File: config.mk
export PLATFORM = sky130hd
export DESIGN_NAME = mem_bus_arbiter
export DESIGN_NICKNAME = d
export VERILOG_FILES = /design/src/rtl/mem_bus_arbiter.sv
export SDC_FILE = /design/constraint.sdc
export NUM_CORES = 1
export LEC_CHECK = 0
export BUFFER_PORTS_ARGS = -buffer_cell sky130_fd_sc_hd__clkbuf_2
export CAP_MARGIN = 20
export CORE_MARGIN = 2
export CORE_UTILIZATION = 48
export CTS_BUF_LIST = sky130_fd_sc_hd__clkbuf_4
export CTS_CLUSTER_DIAMETER = 60
export DETAILED_ROUTE_END_ITERATION = 8
export PLACE_DENSITY = 0.81
export SYNTH_ARGS = -nofsm -noshare
export SYNTH_HDL_FRONTEND = slang
export SYNTH_SLANG_ARGS = --single-unit
File: constraint.sdc
create_clock -name clock -period 2.12 [get_ports clock]
set_clock_uncertainty 0.05 [all_clocks]
set_input_delay 0.106 -clock clock [delete_from_list [all_inputs] [get_ports clock]]
set_output_delay 0.106 -clock clock [all_outputs]
set_load 0.02 [all_outputs]
File: src/rtl/mem_bus_arbiter.sv
// Two-requester round-robin arbiter in front of a single memory-controller port.
// Checks the ROM/IO/RAM map, sequences the access and returns ack/err/rdata to the winner.
module mem_bus_arbiter #(
  parameter int unsigned READ_LATENCY = 1,
  parameter int unsigned ADDR_WIDTH   = 16,
  parameter int unsigned DATA_WIDTH   = 32
) (
  input  logic                  clock,
  input  logic                  reset_n,
  input  logic                  a_req,
  input  logic                  a_we,
  input  logic [ADDR_WIDTH-1:0] a_addr,
  input  logic [DATA_WIDTH-1:0] a_wdata,
  output logic                  a_ack,
  output logic                  a_err,
  output logic [DATA_WIDTH-1:0] a_rdata,
  input  logic                  b_req,
  input  logic                  b_we,
  input  logic [ADDR_WIDTH-1:0] b_addr,
  input  logic [DATA_WIDTH-1:0] b_wdata,
  output logic                  b_ack,
  output logic                  b_err,
  output logic [DATA_WIDTH-1:0] b_rdata,
  output logic [ADDR_WIDTH-1:0] mem_addr,
  output logic [DATA_WIDTH-1:0] mem_wdata,
  output logic                  mem_we,
  input  logic [DATA_WIDTH-1:0] mem_rdata,
  output logic                  busy,
  output logic                  last_grant
);

  localparam int unsigned CNT_W = 4;

  typedef enum logic [1:0] {
    IDLE  = 2'd0,
    ISSUE = 2'd1,
    RESP  = 2'd2
  } state_e;

  state_e                state_q, state_d;
  logic [CNT_W-1:0]      cnt_q, cnt_d;
  logic                  we_q, we_d;
  logic                  last_grant_q, last_grant_d;
  logic                  busy_q, busy_d;
  logic [ADDR_WIDTH-1:0] mem_addr_q, mem_addr_d;
  logic [DATA_WIDTH-1:0] mem_wdata_q, mem_wdata_d;
  logic                  mem_we_q, mem_we_d;
  logic                  a_ack_q, a_ack_d, a_err_q, a_err_d;
  logic                  b_ack_q, b_ack_d, b_err_q, b_err_d;
  logic [DATA_WIDTH-1:0] a_rdata_q, a_rdata_d, b_rdata_q, b_rdata_d;

  logic                  grant_c, sel_b_c, req_we_c, legal_c, read_done_c;
  logic [ADDR_WIDTH-1:0] req_addr_c;
  logic [DATA_WIDTH-1:0] req_wdata_c;

  // Winner selection and address-map check for the request seen this cycle
  always_comb begin
    grant_c     = a_req | b_req;
    sel_b_c     = b_req & (~a_req | ~last_grant_q);
    req_we_c    = sel_b_c ? b_we    : a_we;
    req_addr_c  = sel_b_c ? b_addr  : a_addr;
    req_wdata_c = sel_b_c ? b_wdata : a_wdata;
    legal_c     = ((req_addr_c <= ADDR_WIDTH'(16'h001F)) & ~req_we_c)
                | ((req_addr_c >= ADDR_WIDTH'(16'h0020)) & (req_addr_c <= ADDR_WIDTH'(16'h003F)))
                | ((req_addr_c >= ADDR_WIDTH'(16'h0800)) & (req_addr_c <= ADDR_WIDTH'(16'h0FFF)));
    read_done_c = (cnt_q == CNT_W'(1));
  end

  // State register plus all registered outputs
  always_ff @(posedge clock) begin
    if (!reset_n) begin
      state_q      <= IDLE;
      cnt_q        <= '0;
      we_q         <= 1'b0;
      last_grant_q <= 1'b1;
      busy_q       <= 1'b0;
      mem_addr_q   <= '0;
      mem_wdata_q  <= '0;
      mem_we_q     <= 1'b0;
      a_ack_q      <= 1'b0;
      a_err_q      <= 1'b0;
      b_ack_q      <= 1'b0;
      b_err_q      <= 1'b0;
      a_rdata_q    <= '0;
      b_rdata_q    <= '0;
    end else begin
      state_q      <= state_d;
      cnt_q        <= cnt_d;
      we_q         <= we_d;
      last_grant_q <= last_grant_d;
      busy_q       <= busy_d;
      mem_addr_q   <= mem_addr_d;
      mem_wdata_q  <= mem_wdata_d;
      mem_we_q     <= mem_we_d;
      a_ack_q      <= a_ack_d;
      a_err_q      <= a_err_d;
      b_ack_q      <= b_ack_d;
      b_err_q      <= b_err_d;
      a_rdata_q    <= a_rdata_d;
      b_rdata_q    <= b_rdata_d;
    end
  end

  // Next-state logic
  always_comb begin
    state_d = state_q;
    unique case (state_q)
      IDLE:    if (grant_c) state_d = legal_c ? ISSUE : RESP;
      ISSUE:   if (we_q || read_done_c) state_d = RESP;
      RESP:    state_d = IDLE;
      default: state_d = IDLE;
    endcase
  end

  // Output and datapath next values; ack/err are set on the edge entering RESP
  always_comb begin
    cnt_d        = cnt_q;
    we_d         = we_q;
    last_grant_d = last_grant_q;
    busy_d       = (state_d != IDLE);
    mem_addr_d   = mem_addr_q;
    mem_wdata_d  = mem_wdata_q;
    mem_we_d     = 1'b0;
    a_ack_d      = 1'b0;
    a_err_d      = 1'b0;
    b_ack_d      = 1'b0;
    b_err_d      = 1'b0;
    a_rdata_d    = a_rdata_q;
    b_rdata_d    = b_rdata_q;
    unique case (state_q)
      IDLE: begin
        if (grant_c) begin
          last_grant_d = sel_b_c;
          if (legal_c) begin
            mem_addr_d  = req_addr_c;
            mem_wdata_d = req_wdata_c;
            mem_we_d    = req_we_c;
            we_d        = req_we_c;
            cnt_d       = CNT_W'(READ_LATENCY);
          end else begin
            a_ack_d = ~sel_b_c;
            a_err_d = ~sel_b_c;
            b_ack_d = sel_b_c;
            b_err_d = sel_b_c;
          end
        end
      end
      ISSUE: begin
        if (we_q) begin
          a_ack_d = ~last_grant_q;
          b_ack_d = last_grant_q;
        end else if (read_done_c) begin
          a_ack_d = ~last_grant_q;
          b_ack_d = last_grant_q;
          if (last_grant_q) b_rdata_d = mem_rdata;
          else              a_rdata_d = mem_rdata;
        end else begin
          cnt_d = cnt_q - CNT_W'(1);
        end
      end
      default: ;
    endcase
  end

  assign a_ack      = a_ack_q;
  assign a_err      = a_err_q;
  assign a_rdata    = a_rdata_q;
  assign b_ack      = b_ack_q;
  assign b_err      = b_err_q;
  assign b_rdata    = b_rdata_q;
  assign mem_addr   = mem_addr_q;
  assign mem_wdata  = mem_wdata_q;
  assign mem_we     = mem_we_q;
  assign busy       = busy_q;
  assign last_grant = last_grant_q;

endmodule

Word-level counts from Yosys, hierarchy flattened
Index checks and enable logic that the tools add are counted. W data, S select, Z words.

Add/sub/neg operators: 1. Muxes and demuxes: 22. Bitwise gates (word level): 13. Order comparisons: 5. Eq/ne operators: 6. Reduce and logical (&&, ||, !) cells: 11.

Operator list (number): $mux W32 (1); $ge A16 B12 Y1 const B (1); $ge A16 B6 Y1 const B (1); $le A16 B12 Y1 const B (1); $le A16 B5 Y1 const B (1); $le A16 B6 Y1 const B (1); $mux W16 (1); $mux W4 (4); $reduce_and A4 Y1 (3); $mux W1 (9); $ne A2 B2 Y1 const B (4); $pmux W4 S2 (1); $mux W2 (3); $not A1 Y1 (5); $reduce_and A5 Y1 (1); $and A1 B1 Y1 (4); $eq A4 B1 Y1 const B (1); $or A1 B1 Y1 (4); $pmux W1 S2 (2); $pmux W2 S2 (1); $reduce_and A2 Y1 (2); $reduce_bool A2 Y1 (2); $sub A4 B1 Y4 const B (1); $reduce_and A3 Y1 (1); other kinds (3) (3).

Flip-flop bits (word level): 126. Word-level logic and storage cells: 72.

Depth between registers and ports, before layout
Depth in word-level cells: 12. Mapped depth: 8.

Worst setup path before layout
Ideal clock, no wire load.

Path kind: register to register. From: register last_grant_q, in the netlist last_grant. To: register mem_wdata_q[10], in the netlist mem_wdata[10]. Setup slack: 0.176 ns. Cell stages (with the launch flop): 8. Period minus slack after synthesis: 1.944 ns. Arrival: 1.747 ns. Buffers on the path: 2. Data required time: 1.923 ns. Cell sequence: dfxtp_1 -> a21bo_2 -> mux2_2 -> and3_1 -> buf_6 -> buf_6 -> a21oi_1 -> a311oi_2.

Cells in the longest elaborated chain, start to end: 9.

RTL lines: start, declared (line 43) `logic last_grant_q, last_grant_d;`; start signal, assigned (line 90) `last_grant_q <= last_grant_d;`; $not A1 Y1 (no line) (*); $or A1 B1 Y1 (*) (line 59) `sel_b_c = b_req & (~a_req | ~last_grant_q);`; $and A1 B1 Y1 (*) (line 59); $mux W16 / $mux W1 (equally long branches) (line 61, 60); $le A16 B5 Y1 (tied with other cells) (line 63) `legal_c = ((req_addr_c <= ADDR_WIDTH'(16'h001F)) & ~req_we_c)`; $and A1 B1 Y1 (on tied branches) (line 63, 64); $or A1 B1 Y1 (line 64) `| ((req_addr_c >= ADDR_WIDTH'(16'h0020)) & (req_addr_c <= ADDR_WIDTH'(16'h003F)))`; $or A1 B1 Y1 (line 65) `| ((req_addr_c >= ADDR_WIDTH'(16'h0800)) & (req_addr_c <= ADDR_WIDTH'(16'h0FFF)));`; $reduce_and A3 Y1 (no line); end signal, assigned (line 93) `mem_wdata_q <= mem_wdata_d;`; end, declared (line 46) `logic [DATA_WIDTH-1:0] mem_wdata_q, mem_wdata_d;`.

Mark *: on every way between the ends. The rest lies on a longest branch, timed or not. A chain may end at the register's enable or synchronous reset.

Final worst setup path
From: input b_addr[9]. To: register mem_addr_q[2], in the netlist mem_addr[2].

Cells in the longest elaborated chain, start to end: 6.

RTL lines: start, declared (line 19) `input logic [ADDR_WIDTH-1:0] b_addr,`; $mux W16 (*) (line 61) `req_addr_c = sel_b_c ? b_addr : a_addr;`; $le A16 B5 Y1 (tied with other cells) (line 63); $and A1 B1 Y1 (on tied branches) (line 63, 64); $or A1 B1 Y1 (line 64); $or A1 B1 Y1 (*) (line 65); $reduce_and A3 Y1 (no line) (*); end signal, assigned (line 92) `mem_addr_q <= mem_addr_d;`; end, declared (line 45) `logic [ADDR_WIDTH-1:0] mem_addr_q, mem_addr_d;`.

Marks and branches as above.

==> run summary <==
Initial Utilization - 49.1%
Final period util - 109%
Startpoint Class - input pin
Nets - 1124
Least-Margin Pin Slew - 0.525 ns
Hold Violations, Final - 0
Grt ovf - 0
Yosys warning count - 0
First-pass GRT wire length - 30.3 mm
Layout area overhead - 57.4%
Largest net degree at the start of global routing - 56
Max Freq - 435 MHz
Clk slew on worst S/H paths - 0.14 ns
Synth cell types - 40
Skew-Pair Late Insertion Delay - 0.53 ns
Top sig layer - met4
Detail Route met3 WL - 2.20 mm
DRT antenna net count - 0
Final cell count without fillers - 1142
# rows - 38
Final setup vio count - 6
CTS Buffer Depth - 2
Syn nets - 758
Relative slew slack - 65.0%
Wire length on met1 - 7.48 mm
Postcts setup bufs - 0
Tmin final - 2.30 ns
Number of synthesized register bits - 126
Hold crit path type - in2reg
Mapped Area - 5300 sq um
Syn Inst Count - 622
Vias in the first global route - 6167
TritonCTS Buffers - 17
DRT Pass-1 Iters - 6
Routed len/inst - 18.8 microns
Core Area - 10800 sq um
Peak supply drop - 492 uV
Routability Congestion - 0.802
Worst setup margin - -0.181 ns
Status - finished with violations
Failing checks - setup timing
Die X-Extent - 109 microns
Pwr dens - 598 nW/um^2
Mean Syn Cell Area - 8.53 sq um
Max-slew violations - 0
Pleak - 0.00356 uW
Clk root buf - clkbuf_4
Critical path class - in2reg
Crit path DAT - 2.66 ns
DP HPWL - 10.5 mm
GRT Util Overall - 32.6%
Max Cap Viol - 0
Clock sink count - 126
Area share of the largest cell type after synthesis - 47.6%
H-tree level count - 4
Post-synth EDFFs - 0
CP max FO - 20
Via count - 6503
Fin util - 77.4%
DRC violations left - 0
Placed cell area - 6750 sq um
DR iter-0 viols - 725
Final instance area - 8350 sq um
Top FF cell, synth - dfxtp_1
Die span in y - 109 microns
Ratio of cells with drive above 1 in the final layout - 36.9%
Total design power - 4990 uW
Vias per inst - 5.69
Register area - 2520 sq um
Multi-input logic area - 2540 sq um
Filler cell count - 653
Die area - 11900 sq um
PortBufs - 252
Final WL - 21.4 mm
WL met2 - 10.4 mm
CTS tree - yes
Placed insts - 982
Antenna violations before repair - 0
Synth area leaders - dfxtp_1 48%, nand2_1 16%, a311oi_2 11%, a21oi_1 9.6%, clkbuf_1 2.6%
Async SR Flop Fraction - 0%
Ports - 253
Register area share after synthesis - 47.6%
WP data required - 2.48 ns
Cell taking the most area after synthesis - dfxtp_1
Critical Path End Type - flop
-- metrics by stage --
step / hold slack, ns / setup TNS, ns / setup slack [ns]
floorplan: 0.176 / 0 / 0.176
global placement: 0.294 / 0 / 0.165
detailed placement: 0.299 / 0 / 0.114
CTS: 0.258 / 0 / 0.0985
global route: 0.270 / -0.222 / -0.130
finish: 0.305 / -0.340 / -0.181
-- kinds of logic after synthesis --
| family | after synthesis | share of synthesized area, % |
|---|---|---|
| muxes | 1 | 0.212 |
| and+or+nand+nor | 263 | 20.1 |
| adders and majority gates | 2 | 0.472 |
| DFF | 126 | 47.6 |
| xor gates and xnor gates | 2 | 0.330 |
| AOI/OAI and AO/OA | 170 | 25.8 |
| buffers and inverters | 58 | 5.50 |
-- sequential cells by signal (all words and copies together), names as in the netlist --
signal and cells:
cnt_q 4, b_ack 1, we_q 1, mem_wdata 32, last_grant 1, b_rdata 32
mem_addr 16, state_q 2, a_err 1, b_err 1, busy 1, a_rdata 32
a_ack 1, mem_we 1
-- power breakdown --
part	switching (uW)	internal (uW)
Sequential	22.1	2400
Clock	997	714
Combinational	465	392
-- critical path, cell delays in order --
cell,delay (ns)
dlygate4sd3_1,0.56
clkbuf_2,0.14
or4_4,0.52
o311ai_4,0.29
and3_4,0.30
buf_12,0.18
a21oi_1,0.14
a311oi_2,0.41
-- metal layers --
layer	vias to the layer above	global-route usage, %
li1	2887	-
met1	2945	36.8
met2	529	54.1
met3	142	9.32
met4	0	20.5
met5	-	0
-- synthesized netlist by cell type, drive strengths merged (2+ instances only) --
cell type / n
a21oi: 112
a311oi: 45
and3: 8
buf: 15
clkbuf: 37
dfxtp: 126
ha: 2
inv: 5
nand2: 225
nand2b: 3
nand3: 3
nor2: 7
nor2b: 2
nor3: 6
nor3b: 2
nor4: 2
o21ai: 2
o311ai: 2
or4: 3
xor2: 2
-- placed cells by master, fill, tap and decap left out, drive strengths merged, types with 5 or more instances in the layout --
cell,n
dlygate4sd3,126
nor2,7
a21oi,112
a311oi,45
and3,8
clkinv,5
nand2,225
clkbuf,270
buf,20
nor3,6
inv,11
dfxtp,126
-- final timing paths --
check,startpoint,to,slack (ns),depth (start not counted)
worst min-delay path,mem_rdata[8],a_rdata[8],0.30,4
worst max register to register,last_grant,mem_addr[2],0.08,6
worst min register to register,b_rdata[16],b_rdata[16],0.41,2
worst max-delay path,b_addr[9],mem_addr[2],-0.18,8
-- layout make-up --
class / count / share of cell area [%]
timing repair buffer: 399 / 33.5
multi-input combinational: 438 / 30.4
sequential: 126 / 30.2
tap: 140 / 2.10
clock inverter: 15 / 1.90
clock buffer: 17 / 1.53
inverter: 6 / 0.300
antenna: 1 / 0.0300
-- what timing repair did --
| action | in CTS | in global routing |
|---|---|---|
| endpoints found under the setup margin | 0 | 48 |
| resized for setup | 0 | 5 |
| hold buffers | 126 | 0 |
| endpoints found under the hold margin | 118 | 0 |
No activity file was read; power rests on OpenSTA's default activity.
